`src/rtl/conv_pool_seq.sv`:
```
`default_nettype none
// ============================================================================
// conv_pool_seq : sample-index sequencer for the 2x2 max-pool stage.
// Optional idle watchdog: define CONV_POOL_SEQ_TIMEOUT_EN.
// Revision 1.0 - initial release
// ============================================================================
module conv_pool_seq #(
   parameter int FRAME_LEN   = 68,
   parameter int ROW_END0    = 34,
   parameter int ROW_STRIDE  = 16,
   parameter int TIMEOUT_CYC = 255,
   localparam int CW         = $clog2(FRAME_LEN)
) (
   input  logic          clk,
   input  logic          rst_n,
   input  logic          start,
   input  logic          abort,
   input  logic          conv_vld,
   output logic [CW-1:0] cnt,
   output logic          in_vld,
   output logic          busy,
   output logic          row_vld,
   output logic [1:0]    row_idx,
   output logic          done,
   output logic          err
);

   typedef enum logic [1:0] {
      IDLE = 2'd0,
      RUN  = 2'd1,
      DONE = 2'd2
   } state_t;

   localparam logic [CW-1:0] LAST = CW'(FRAME_LEN - 1);

   state_t       state, state_nxt;
   logic         tmo;
   logic         row_hit;
   logic [1:0]   row_num;

   // abort wins over acceptance, so the pool never sees a sample in that cycle
   assign in_vld = conv_vld & (state == RUN) & ~abort;
   assign busy   = (state == RUN);
   assign done   = (state == DONE);

`ifdef CONV_POOL_SEQ_TIMEOUT_EN
   logic [7:0] wd;
   logic       err_q;

   assign tmo = (state == RUN) & ~conv_vld & ~abort & (wd == 8'(TIMEOUT_CYC - 1));
   assign err = err_q;

   always_ff @(posedge clk or negedge rst_n) begin
      if (!rst_n) begin
         wd    <= '0;
         err_q <= 1'b0;
      end else begin
         err_q <= tmo;
         if (state != RUN || in_vld || abort || tmo)
            wd <= '0;
         else if (!conv_vld)
            wd <= wd + 8'd1;
      end
   end
`else
   assign tmo = 1'b0;
   assign err = 1'b0;
`endif

   always_comb begin
      row_hit = 1'b0;
      row_num = 2'd0;
      for (int i = 0; i < 3; i++) begin
         if (cnt == CW'(ROW_END0 + ROW_STRIDE * i)) begin
            row_hit = 1'b1;
            row_num = 2'(i);
         end
      end
   end

   always_comb begin
      state_nxt = state;
      case (state)
         IDLE:    if (start) state_nxt = RUN;
         RUN:     if (in_vld && cnt == LAST) state_nxt = DONE;
         DONE:    state_nxt = start ? RUN : IDLE;
         default: state_nxt = IDLE;
      endcase
      if (abort || tmo)
         state_nxt = IDLE;
   end

   always_ff @(posedge clk or negedge rst_n) begin
      if (!rst_n) begin
         state   <= IDLE;
         cnt     <= '0;
         row_vld <= 1'b0;
         row_idx <= 2'd0;
      end else begin
         state   <= state_nxt;
         row_vld <= in_vld & row_hit;
         if (in_vld && row_hit)
            row_idx <= row_num;
         if (abort || tmo || state != RUN)
            cnt <= '0;
         else if (in_vld)
            cnt <= (cnt == LAST) ? '0 : cnt + CW'(1);
      end
   end

endmodule
`default_nettype wire
```
`config.mk`:
```
export PLATFORM = sky130hd
export DESIGN_NAME = conv_pool_seq
export DESIGN_NICKNAME = d
export VERILOG_FILES = /design/src/rtl/conv_pool_seq.sv
export SDC_FILE = /design/constraint.sdc
export NUM_CORES = 1
export LEC_CHECK = 0
export ABC_AREA = 1
export BUFFER_PORTS_ARGS = -buffer_cell sky130_fd_sc_hd__buf_2
export CAP_MARGIN = 25
export CORE_MARGIN = 2
export CORE_UTILIZATION = 42
export CTS_BUF_LIST = sky130_fd_sc_hd__clkbuf_2 sky130_fd_sc_hd__clkbuf_4 sky130_fd_sc_hd__clkbuf_8
export DETAILED_ROUTE_END_ITERATION = 7
export PLACE_DENSITY = 0.61
export SETUP_SLACK_MARGIN = 0.15
export SLEW_MARGIN = 30
export SYNTH_ARGS = -nofsm -noshare
export SYNTH_HDL_FRONTEND = slang
export SYNTH_SLANG_ARGS = --single-unit
```
`constraint.sdc`:
```
create_clock -name clk -period 2.15 [get_ports clk]
set_clock_uncertainty 0.05 [all_clocks]
set_input_delay 0.43 -clock clk [delete_from_list [all_inputs] [get_ports clk]]
set_output_delay 0.43 -clock clk [all_outputs]
set_load 0.01 [all_outputs]
```
# Word level (Yosys, flattened, before mapping)
# Cells that the tools add are included.
# Widths: inputs -> output; s select.
dict set report totals {
  reg_bits 12
  in_bits 5
  out_inout_bits 14
  wordCells 37
}
dict set report op_classes {
  n_addsub 1
  n_eq_ne 9
  mux 13
  n_bitwise 4
  reduce_logical 6
}
# cell n
set ops {}
lappend ops {{$mux 7} 3}
lappend ops {{$eq 7x6->1 const B} 2}
lappend ops {{$eq 7x7->1 const B} 2}
lappend ops {{$mux 2} 4}
lappend ops {{$add 7x1->7 const B} 1}
lappend ops {{$pmux 2 s3} 1}
lappend ops {{$mux 1} 5}
lappend ops {{$and 1x1->1} 3}
lappend ops {{$ne 3x2->1 const B} 1}
lappend ops {{$ne 3x3->1 const B} 1}
lappend ops {{$eq 2x1->1 const B} 1}
lappend ops {{$eq 2x2->1 const B} 1}
lappend ops {{$logic_and 1x1->1} 2}
lappend ops {{$logic_not 2->1} 1}
lappend ops {{$ne 2x1->1 const B} 1}
lappend ops {{$reduce_and 2->1} 1}
lappend ops {{$reduce_bool 2->1} 1}
lappend ops {{$logic_or 1x1->1} 1}
lappend ops {{$not 1->1} 1}

# Longest topological paths before layout
dict set report depth {
  word_depth 7
  mapped_depth 8
  ltp_nobuf 8
}

# Worst setup path before layout
# Ideal clock, no wire load.
dict set report synth_timing {
  path_kind {reg2out}
  start {register state[1]}
  end {output port in_vld}
  arrival_ns 0.883
  required_time_ns 1.670
  path_slack_ns 0.787
  stages_incl_launch_ff 4
  n_path_buf 0
  path_cell_list {dfrtp_1 -> nor2_2 -> nand2_2 -> nor2_4}
}
dict set report synth_via {
  elab_chain_len 3
}
# item line_no
set synth_lines {}
lappend synth_lines {{from (decl)} 36} ;# state_t state, state_nxt;
lappend synth_lines {{from (signal assigned)} 100} ;# state <= state_nxt;
lappend synth_lines {{$eq 2x1->1} n/a}
lappend synth_lines {{net busy} 21} ;# output logic busy,
lappend synth_lines {{$and 1x1->1 (2 in a row)} 42} ;# assign in_vld = conv_vld & (state == RUN) & ~abort;
lappend synth_lines {{to (decl)} 20} ;# output logic in_vld,
# The timed path passes the listed nets, and every way through them passes these cells.

# Worst setup path in the final report
dict set report layout_timing {
  start {register state[1]}
  end {output port in_vld}
}
dict set report layout_via {
  elab_chain_len 3
}
# item line_no
set layout_lines {}
lappend layout_lines {{$eq 2x1->1} 42}
lappend layout_lines {{$and 1x1->1 (2 in a row)} 42}
# No other way between the ends.

==> results.env <==
TOP_CELL_TYPES_BY_OCCURRENCE_AFTER_SYNTHESIS='nand2_1, dfrtp_1, inv_1, nand3_1, nor2_1'
WORST-PATH-MAX-FANOUT=5
SYNTHFLOPTYPE='dfrtp_1'
VIA_COUNT=659
YOSYS_WARNINGS=0
ROUTED_WIRELENGTH_MM=1.488
SYNTHTOPCELLSBYAREA='dfrtp_1, nand2_1, nand3_1'
SYNTH.LARGEST_AREA_CELL='dfrtp_1'
HOLD-PATH-CELL-COUNT=2
FLOORPLAN.CORE_AREA_MM2=0.001727
FIRSTDRTPASSITERS=4
INITIALDRTVIOLATIONCOUNT=11
MAXIMUM_NUMBER_OF_PINS_ON_ONE_NET_BEFORE_GLOBAL_ROUTE_REPAIR=13
VDD_DROP_MAX_mV=0.3086
HOLD_VIOLATIONS=0
ARRIVAL_NS=1.25
FINAL.MIN_CLOCK_PERIOD_NS=1.731
TIMING.CRITICAL_PATH.REQUIRED_NS=1.67
SETUP_VIOL_COUNT_FINAL=0
AREA.GROWTH.SYNTH_TO_FINAL_PCT=18.28
RR_WORST_DEPTH=8
FINAL.HOLD.WORST_SLACK_NS=0.4155
SLEW_VIOLATIONS=0
OUTCOME='finished clean'
POWER.DENSITY_CELL_AREA_mW_PER_MM2=534.6
DESIGN.PORTCOUNT=19
CAPTURING_POINT_OF_THE_WORST_REG2REG_PATH='row_idx[0]$_DFFE_PN0P_'
ASYNC_FLOP_SHARE_PCT=100.0
FIN_SETUP_TNS_NS=0
REGTOREGSTARTPOINT='cnt[0]$_DFFE_PN0P_'
LAYOUT.CELLS.NON_FILLER=145
GR-TOTAL-OVERFLOW=0
LEAKAGEPOWER_nW=0.5130
SYNTH_SEQUENTIAL_AREA_RATIO_PCT=38.83
SYNTHESIS.INSTANCES=100
MAXCAPVIOLATIONS=0
WIRE_LENGTH_OF_THE_FIRST_GLOBAL_ROUTING_PASS_MM=2.435
SYNTH_UNIQUE_CELLS=21
TRITONCTS='done'
PLACE.DETAILED.INSTANCES=141
FINAL_NETS=129
FINAL_LAYOUT_SIZE_SUFFIX_GT1_SHARE_PCT=31.67
CLOCK_TREE.BUFFER_DEPTH=2
CLK_PIN_SLEW_NS=0.07
PLACE_HPWL_MM=1.165
FP.DIEW_UM=46.91
SYNTH_TOP_AREA_SHARE_PCT=38.83
SYN-MEAN-INSTANCE-AREA_UM2=7.732
CRITICAL_SETUP_PATH_CLASS='reg -> out'
HOLD_PATH_ENDPOINT='row_idx[0]$_DFFE_PN0P_'
NET_COUNT_AFTER_SYNTHESIS=107
PLACEMENT_ROWS=15
PERIOD_SHARE_PCT=80.53
YOSYS.CELL_COUNT.TOP_TYPE='nand2_1'
GLOBALROUTETOTALUTIL_PCT=16.32
FLOORPLAN.INITIALDENSITY_PCT=44.78
HP-CLASS='reg -> reg'
CTS.SINK_COUNT=12
CTS-ROOT-BUF='clkbuf_4'
TIMING.HOLD.WORST.START='row_idx[0]$_DFFE_PN0P_'
WORST_SKEW_PAIR_LATENCY_NS=0.27
DIE_HEIGHT_UM=46.91
VIAS_PER_CELL=4.545
ENDPOINT_KIND='primary output'
ANTENNA_FOUND_INITIAL=0
R2R_SLACK_NS=0.73
VIA_COUNT_OF_THE_FIRST_GLOBAL_ROUTING_PASS=563
SYNTH_SEQ_CELLS=12
FINAL_ANTENNA_NET_COUNT=0
SYNTH.CELL_AREA_UM2=773.2
WORST_SETUP_PATH_START_KIND='flip-flop'
DETAIL_ROUTE.DRC_VIOLATIONS=0
INSERTEDDIODECOUNT=0
RSZ0062_AT_GRT='no'
IO_BUFFER_COUNT=17
GPL.FINAL_WEIGHTED_CONGESTION=0.7084
FMAX_MHz=577.6
CTS_BUFFERS=3
ROUTED_WIRE_LENGTH_PER_INSTANCE_UM=10.26
DIEAREA_MM2=0.002200
SYNTH_ENABLE_FLOP_CELLS=0
CTS_HTREE_LEVELS=1
==> cell usage in the layout (no fill, tap or decap), types with 3 or more instances in the layout <==
cell type	Yosys	final
buf_2	0	17
clkbuf_4	0	3
dfrtp_1	12	12
inv_1	12	12
nand2_1	34	34
nand2_2	3	3
nand3_1	9	9
nand3_2	3	3
nor2_1	5	5
nor2_2	4	4
nor2_4	3	3
==> report_power, final <==
part / switching, mW / internal (mW)
sequential: 0.0141 / 0.237
combinational: 0.0675 / 0.0358
clock: 0.0700 / 0.0647
==> how the worst max path moves through the flow <==
stage | startpoint | cells past startpoint | to
floorplan | state[1]$_DFFE_PN0P_ | 3 | in_vld
global placement | abort | 5 | in_vld
detailed placement | abort | 5 | in_vld
CTS | state[1]$_DFFE_PN0P_ | 4 | in_vld
global route | state[1]$_DFFE_PN0P_ | 4 | in_vld
finish | state[1]$_DFFE_PN0P_ | 4 | in_vld
==> flip-flops by register name (all words and copies together) (netlist names) <==
| name | flops |
|---|---|
| row_idx | 2 |
| state | 2 |
| row_vld | 1 |
| cnt | 7 |
==> kinds of logic after synthesis <==
group	Yosys count	synth area share, %
AND/OR/NAND/NOR	66	46.60
buffers and inverters	15	7.767
flip-flops	12	38.84
AO/OA/AOI/OAI	3	1.940
adder cells (fa/ha/maj)	2	3.236
XOR/XNOR	1	1.133
other	1	0.4850
==> critical path, cell delays in order (launching register included) <==
cell and delay (ns):
dfrtp_1 0.45, nor2_2 0.16, nand2_2 0.10, nor2_4 0.13, buf_2 0.15
==> per-stage QoR <==
| stage | power [mW] | cell area, um^2 | utilization (%) | worst slack, ns |
|---|---|---|---|---|
| finish | 0.4889 | 914.6 | 52.97 | 0.4186 |
| global route | 0.5240 | 914.6 | 52.97 | 0.3261 |
| global placement | 0.3568 | 882.1 | 51.09 | 0.6863 |
| detailed placement | 0.3602 | 882.1 | 51.09 | 0.6730 |
| floorplan | 0.3247 | 773.2 | - | 0.7872 |
| CTS | 0.4970 | 914.6 | 52.97 | 0.4036 |
==> per-layer routing <==
layer / part of all wire (%) / vias to the layer above / track usage, % / wire [um]
met5: 0 / - / 0 / 0
met4: 1.4 / 0 / 8.333 / 21
met3: 4.4 / 4 / 3.462 / 65
met2: 47 / 18 / 26.03 / 699
met1: 47 / 289 / 20.80 / 701
li1: - / 348 / - / -
==> timing repair <==
item                      CTS  global route
hold endpoints to repair   12             0
gates resized for setup     0             0
hold buffers                1             0
buffers inserted            0             0
==> cell type report <==
class | count | area, um^2
clock buffers | 3 | 22.52
fillers | 189 | 812.0
inverters | 14 | 52.55
multi-input cells | 73 | 412.9
flip-flops and latches | 12 | 300.3
well taps | 25 | 31.28
repair buffers | 18 | 95.09
Power figures use the tool's default switching activity.
